==> config.mk <==
export PLATFORM = sky130hd
export DESIGN_NAME = fe_uop_arb
export DESIGN_NICKNAME = d
export VERILOG_FILES = /design/src/rtl/fe_uop_arb.sv
export SDC_FILE = /design/constraint.sdc
export NUM_CORES = 1
export LEC_CHECK = 0
export BUFFER_PORTS_ARGS = -buffer_cell sky130_fd_sc_hd__buf_2
export CORE_MARGIN = 2
export CORE_UTILIZATION = 52
export CTS_BUF_LIST = sky130_fd_sc_hd__clkbuf_8
export DETAILED_ROUTE_END_ITERATION = 12
export HOLD_SLACK_MARGIN = 0.15
export PLACE_DENSITY = 0.87
export SLEW_MARGIN = 20
export SYNTH_ARGS = -nofsm -noshare
export SYNTH_HDL_FRONTEND = slang
export SYNTH_SLANG_ARGS = --single-unit
export TNS_END_PERCENT = 20
==> constraint.sdc <==
create_clock -name clk -period 3.35 [get_ports clk]
set_input_delay 0 -clock clk [delete_from_list [all_inputs] [get_ports clk]]
set_output_delay 0 -clock clk [all_outputs]
set_load 0.005 [all_outputs]
==> src/rtl/fe_uop_arb.sv <==
// fe_uop_arb: shares the uop-cache input port between the decoder (DEC) and the
// microcode sequencer (MC). Multi-beat groups are atomic, and the two sources never
// interleave inside a group. A small registered FIFO isolates the consumer's
// out_ready from the source-facing ready signals.

package ez90_pkg;

  // One micro-op as carried from the front end into the uop cache.
  typedef struct packed {
    logic [7:0] opcode;
    logic [4:0] dst;
    logic [4:0] src_a;
    logic [4:0] src_b;
    logic [8:0] imm;
  } ez90_uop_t;

endpackage

module fe_uop_arb
  import ez90_pkg::*;
#(
  parameter int FIFO_DEPTH = 2,  // power of 2, >= 2
  parameter int MC_PRIO    = 0   // 0: round-robin at group boundaries, 1: MC strict priority
) (
  input  logic      clk,
  input  logic      rst,
  input  logic      flush,

  input  logic      dec_valid,
  input  ez90_uop_t dec_uop,
  input  logic      dec_last,
  output logic      dec_ready,

  input  logic      mc_valid,
  input  ez90_uop_t mc_uop,
  input  logic      mc_last,
  output logic      mc_ready,

  output logic      out_valid,
  output ez90_uop_t out_uop,
  input  logic      out_ready,

  output logic      grant_mc,
  output logic      busy
);

  localparam int PTR_W = $clog2(FIFO_DEPTH);
  localparam int CNT_W = PTR_W + 1;

  typedef enum logic [1:0] {
    ST_IDLE     = 2'd0,
    ST_LOCK_DEC = 2'd1,
    ST_LOCK_MC  = 2'd2
  } state_e;

  // Arbitration state
  state_e           state_q,      state_d;
  logic             rr_last_mc_q, rr_last_mc_d;  // owner of the last completed group (1 = MC)
  logic             grant_mc_q,   grant_mc_d;

  // FIFO state
  logic [CNT_W-1:0] count_q,  count_d;
  logic [PTR_W-1:0] wr_ptr_q, wr_ptr_d;
  logic [PTR_W-1:0] rd_ptr_q, rd_ptr_d;
  ez90_uop_t        mem_q [FIFO_DEPTH];

  // Datapath between arbiter and FIFO
  logic             sel_mc;
  logic             space_avail;
  logic             accept_en;
  logic             push;
  logic             pop;
  ez90_uop_t        push_uop;
  logic             push_last;

  // Pick the source that owns the port this cycle.
  // NOTE: every signal written in an always_comb gets a default on entry, so no path
  // through the block leaves it unassigned and no latch is inferred.
  always_comb begin
    sel_mc = 1'b0;
    case (state_q)
      ST_IDLE: begin
        if (mc_valid && dec_valid) begin
          // Tie: MC_PRIO picks MC outright; otherwise alternate against the last owner.
          sel_mc = (MC_PRIO != 0) ? 1'b1 : ~rr_last_mc_q;
        end else begin
          sel_mc = mc_valid;
        end
      end
      ST_LOCK_DEC: sel_mc = 1'b0;
      ST_LOCK_MC:  sel_mc = 1'b1;
      default:     sel_mc = 1'b0;
    endcase
  end

  // Ready and push depend on registered FIFO occupancy only. A pop in the same cycle
  // earns no credit, so out_ready never reaches dec_ready or mc_ready.
  always_comb begin
    space_avail = (count_q < CNT_W'(FIFO_DEPTH));
    accept_en   = space_avail & ~flush & ~rst;
    dec_ready   = accept_en & ~sel_mc;
    mc_ready    = accept_en &  sel_mc;
    push        = sel_mc ? (mc_valid & mc_ready) : (dec_valid & dec_ready);
    push_uop    = sel_mc ? mc_uop  : dec_uop;
    push_last   = sel_mc ? mc_last : dec_last;
    out_valid   = (count_q != '0);
    pop         = out_valid & out_ready;
  end

  // Group tracking: open a lock on a non-final beat, release it on the final beat.
  always_comb begin
    state_d      = state_q;
    rr_last_mc_d = rr_last_mc_q;
    grant_mc_d   = grant_mc_q;
    if (push) begin
      // The first beat of a group, accepted from IDLE, names the new owner.
      if (state_q == ST_IDLE) begin
        grant_mc_d = sel_mc;
      end
      if (push_last) begin
        state_d      = ST_IDLE;
        rr_last_mc_d = sel_mc;
      end else begin
        state_d = sel_mc ? ST_LOCK_MC : ST_LOCK_DEC;
      end
    end
    // A flush drops any partial group. The round-robin history is left untouched.
    if (flush) begin
      state_d = ST_IDLE;
    end
  end

  // FIFO pointer and occupancy update. A flush empties the FIFO and discards
  // any pop offered in the same cycle.
  always_comb begin
    count_d  = count_q;
    wr_ptr_d = wr_ptr_q;
    rd_ptr_d = rd_ptr_q;
    if (flush) begin
      count_d  = '0;
      wr_ptr_d = '0;
      rd_ptr_d = '0;
    end else begin
      if (push) begin
        wr_ptr_d = wr_ptr_q + PTR_W'(1);
      end
      if (pop) begin
        rd_ptr_d = rd_ptr_q + PTR_W'(1);
      end
      case ({push, pop})
        2'b10:   count_d = count_q + CNT_W'(1);
        2'b01:   count_d = count_q - CNT_W'(1);
        default: count_d = count_q;
      endcase
    end
  end

  // State register for control and FIFO bookkeeping.
  // NOTE: sequential state uses non-blocking assignments, so every flop samples the
  // values from before the edge regardless of the order in which statements run.
  always_ff @(posedge clk) begin
    if (rst) begin
      state_q      <= ST_IDLE;
      rr_last_mc_q <= 1'b0;
      grant_mc_q   <= 1'b0;
      count_q      <= '0;
      wr_ptr_q     <= '0;
      rd_ptr_q     <= '0;
    end else begin
      state_q      <= state_d;
      rr_last_mc_q <= rr_last_mc_d;
      grant_mc_q   <= grant_mc_d;
      count_q      <= count_d;
      wr_ptr_q     <= wr_ptr_d;
      rd_ptr_q     <= rd_ptr_d;
    end
  end

  // FIFO payload storage. A write happens only on an accepted beat.
  // NOTE: the storage array has no reset. An entry is read only after a write that
  // count_q tracks, and the head is forced to zero while the FIFO is empty.
  always_ff @(posedge clk) begin
    if (push) begin
      mem_q[wr_ptr_q] <= push_uop;
    end
  end

  // Drive the outputs. The head is masked to zero while the FIFO is empty, so the
  // idle output is clean after reset or flush.
  always_comb begin
    out_uop  = out_valid ? mem_q[rd_ptr_q] : '0;
    grant_mc = grant_mc_q;
    busy     = out_valid | (state_q != ST_IDLE);
  end

endmodule
* Word-level counts from Yosys, hierarchy flattened
Memories as Yosys holds them, arrays and structs flattened. A register that Yosys moved wholly into a read port is not among the register bits.
Index checks and enable logic that the tools add are counted.
** Word-level totals
- Memories kept :: 1
- Logic and storage cells :: 48
- Input bits :: 72
- Output and inout bits :: 37
- Bits in registers :: 8
- Bits in writable memories :: 64
** Memory list
- mem_q :: words 2, bits a word 32, rd ports 1, clocked after memory_dff 1, write ports 1, RTL line 65 : ez90_uop_t mem_q [FIFO_DEPTH];
** Cells by class
- Add/subtract/negate cells :: 4
- Bitwise operators :: 12
- Reductions and logical operators :: 8
- Mux-type cells :: 13
- Eq/ne operators :: 3
- Magnitude comparators :: 1
** Operators with widths (number)
- 32-bit two-way mux :: 2
- 1-bit AND :: 7
- 1-bit two-way mux :: 7
- 2-bit nonzero test :: 3
- 2-bit equality test, second input constant :: 2
- 2-bit two-way mux :: 2
- 1-bit NOT :: 4
- 2-bit case mux with 2 select lines :: 1
- 2-bit AND reduction :: 2
- 1-bit adder, second input constant :: 2
- 2-bit by 1-bit adder with 2-bit output, second input constant :: 1
- 2-bit by 1-bit equality test with 1-bit output, second input constant :: 1
- 2-bit logical NOT :: 1
- 2-bit less-than comparator, second input constant :: 1
- 1-bit case mux with 2 select lines :: 1
- 2-bit OR reduction :: 1
- 2-bit by 1-bit subtractor with 2-bit output, second input constant :: 1
- 1-bit logical AND :: 1
- 1-bit OR :: 1

* Logic depth before layout (Yosys ltp)
- Depth in word-level cells :: 9
- Mapped depth :: 8
- Gate-level depth less buffers :: 8

* Worst setup path before layout
Ideal clock, no wire load.
- Kind :: register to register
- Start :: register count_q[1]
- End :: memory mem_q[0][0] (netlist bit) (enable)
- Clock period less this slack :: 2690 ps
- Library setup time :: 421 ps
- Buffers on the path :: 0
- Setup slack :: 660 ps
- Arrival time :: 2269 ps
- Cell stages (with the launch flop) :: 5
- Data required time :: 2929 ps
- Cell sequence :: dfxtp_1 -> or3_1 -> nor2_1 -> inv_1 -> nor2_1
** Between the ends
- Cells in the longest elaborated chain, start to end :: 8
- Elaborated cells between the ends (all ways) :: 10
- Classes of those cells :: order compare (1); mux (3); bitwise (6)
** Ends and longest elaborated chain
- from (decl) :: RTL line 62 : logic [CNT_W-1:0] count_q, count_d;
- from (signal assigned) :: RTL line 173 : count_q <= count_d;
- 2-bit less-than comparator (*) :: RTL line 99 : space_avail = (count_q < CNT_W'(FIFO_DEPTH));
- 1-bit AND (*) (2 in series) :: RTL line 100 : accept_en = space_avail & ~flush & ~rst;
- 1-bit AND (on tied branches) :: RTL line 101, 102
- 1-bit AND :: RTL line 103 : push = sel_mc ? (mc_valid & mc_ready) : (dec_valid & dec_ready);
- 1-bit two-way mux (*) :: RTL line 103
- 1-bit two-way mux (*) :: RTL line 183 : if (push) begin
- 1-bit two-way mux (implied by the code) (*) :: RTL line 184 : mem_q[wr_ptr_q] <= push_uop;
- to (decl) :: RTL line 65
Mark *: on every way between the ends. The rest lies on a longest branch, timed or not.

==> results_dict.tcl <==
set metrics [dict create \
    first_pass_iters 5 \
    track_usage_pct 22.5 \
    row_count 28 \
    dp_hpwl_um 3950 \
    viasPerCell 5.03 \
    powerDensity_mw_per_mm2 428 \
    synth_edf_count 64 \
    fin_tns_setup_ps 0 \
    synth_flop_cell "edfxtp_1" \
    core_area_mm2 0.00596 \
    yosys_warnings 0 \
    rsz0062_at_grt "no" \
    timing_hold_violations_final 0 \
    critPathLaunchType "register" \
    yosysTopAreaCellShare_pct 59.7 \
    clkTransAtPathRegs_ps 80 \
    max_cap_violations 0 \
    fp.dieArea_mm2 0.00684 \
    cts_resized 0 \
    critical_path_peak_fanout 27 \
    drt_wl_total_um 7390 \
    grt_first_pass_wirelength_um 11000 \
    postSynth.asyncResetShare_pct 0 \
    cts_made_buffers 9 \
    finalSetupViolCount 0 \
    timing.final.crit_share_pct 68.6 \
    initial_core_util_pct 54.1 \
    grt_remaining_overflow 0 \
    synth_area_leaders "edfxtp_1 (60%), mux2_2 (12%), mux2i_1 (9.9%), dfxtp_1 (5.6%), nor2_1 (4.7%)" \
    syn2layout_area_growth_pct 48.7 \
    endpoint_kind "register" \
    cts-root-buf "clkbuf_8" \
    leakagePower_nw 1.90 \
    clk_latency_ps 330 \
    finalMaxSlewViolations 0 \
    seq_area_frac_synth_pct 65.2 \
    clkSinkCount 73 \
    final_layout_size_suffix_gt1_share_pct 39.8 \
    io_pins 109 \
    cts_tree "built" \
    netlist_area_mm2 0.00322 \
    worstMarginPinSlew_ps 972 \
    worstPathRequired_ps 3420 \
    layout_commonest_cell "buf_2" \
    yosys.cell_types.count 26 \
    synth.largest_area_cell "edfxtp_1" \
    routedWlPerCell_um 15.2 \
    htreeDepth 3 \
    vdd_drop_max_v 0.000333 \
    grt_max_degree 38 \
    relSlewSlack_pct 35.2 \
    drtAntennaViolNets 0 \
    postLayoutCoreUtil_pct 80.4 \
    nets 478 \
    mostFrequentLayoutCells "buf_2 (108), dlygate4sd3_1 (72), edfxtp_1 (64)" \
    die_width_um 82.7 \
    finalClockSkew_ps 12.3 \
    hold_buffers 72 \
    synth_area_per_cell_um2 14.4 \
    synth_nets 296 \
    vias 2446 \
    ys_ff_latch 73 \
    drt_iter0_markers 134 \
    fp.dieH_um 82.7 \
    drcViolationCount 0 \
    grt_antenna_before_repair 0 \
    critPathKind "reg2reg" \
    arrival_ps 2370 \
    fmax_mhz 435 \
    port_buffers 108 \
    status "finished clean" \
    cts_buffer_depth 2 \
    syn-instance-count 223 \
    gp_congestion 0.847 \
    grt_pass1_vias 2432 \
    min_period_ps 2300 \
    hold_class "in2reg" \
    post_cts_buffers 0 \
]
metal layers:
| metal | track usage, % | part of all wire (%) | vias to the layer above |
|---|---|---|---|
| li1 | - | - | 1190 |
| met1 | 24.0 | 38 | 1165 |
| met2 | 41.7 | 56 | 77 |
| met3 | 4.67 | 4.0 | 14 |
| met4 | 11.8 | 2.2 | 0 |
| met5 | 0 | 0 | - |
layout make-up:
class                           instances  area, um^2
Clock buffer                            9         124
Tap cell                               75        93.8
Multi-Input combinational cell        135        1070
Timing Repair Buffer                  183        1300
Clock inverter                          7        85.1
Antenna cell                            1        2.50
Fill cell                             335        1170
Sequential cell                        73        2100
Inverter                                3        11.3
report_power, final:
part           total, mW  leakage, nW  internal, mW  switching [mW]
logic              0.283         1.14         0.175           0.109
clock network      0.723        0.104         0.412           0.311
registers           1.04        0.658          1.03          0.0117
through the flow:
stage / hold slack [ps] / power, mW / area, um^2 / setup WS (ps) / std cells
4_1_cts: 161 / 2.04 / 4760 / 724 / 484
3_5_place_dp: 201 / 1.25 / 3830 / 1120 / 396
2_1_floorplan: 72.1 / 1.17 / 3220 / 660 / 223
5_1_grt: 180 / 2.12 / 4790 / 897 / 485
3_3_place_gp: 199 / 1.24 / 3830 / 1210 / 396
6_report: 172 / 2.05 / 4790 / 1050 / 486
path summary, 6_finish.rpt:
kind	startpoint	to	slack, ps	depth (start not counted)
min reg2reg	rd_ptr_q$_SDFFE_PP0P_	register	570	2
max reg2reg	rr_last_mc_q$_SDFFE_PP0P_	mem_q[1][5]$_DFFE_PP_	1050	5
max	rr_last_mc_q$_SDFFE_PP0P_	mem_q[1][5]$_DFFE_PP_	1050	5
min	dec_valid	grant_mc$_SDFFE_PP0P_	170	3
state kept, by name (all words and copies together) (netlist names), named ones only:
signal / count
count_q: 2
grant_mc: 1
mem_q: 64
rd_ptr_q: 1
rr_last_mc_q: 1
state_q: 2
wr_ptr_q: 1
synthesized netlist by cell type (2+ instances only):
cell	n
a21oi_1	4
and2_1	3
buf_2	6
clkbuf_1	6
dfxtp_1	9
edfxtp_1	64
inv_1	3
mux2_2	33
mux2i_1	32
nor2_1	40
o21ai_0	4
or3_1	4
xnor2_1	2
kinds of logic after synthesis:
group / Yosys count / synth area share, %
AOI/OAI and AO/OA: 13 / 2.76
and+or+nand+nor: 53 / 7.34
xor gates and xnor gates: 3 / 0.816
buffers and inverters: 15 / 1.98
DFF: 73 / 65.2
muxes: 65 / 21.5
adders and majority gates: 1 / 0.388
worst max-delay path, stage by stage, from the launching register on:
cell,delay [ps]
dfxtp_1,330
a21boi_1,110
o21ai_4,380
buf_16,240
mux2_2,360
dlygate4sd3_1,590
No activity file was read; power rests on OpenSTA's default activity.
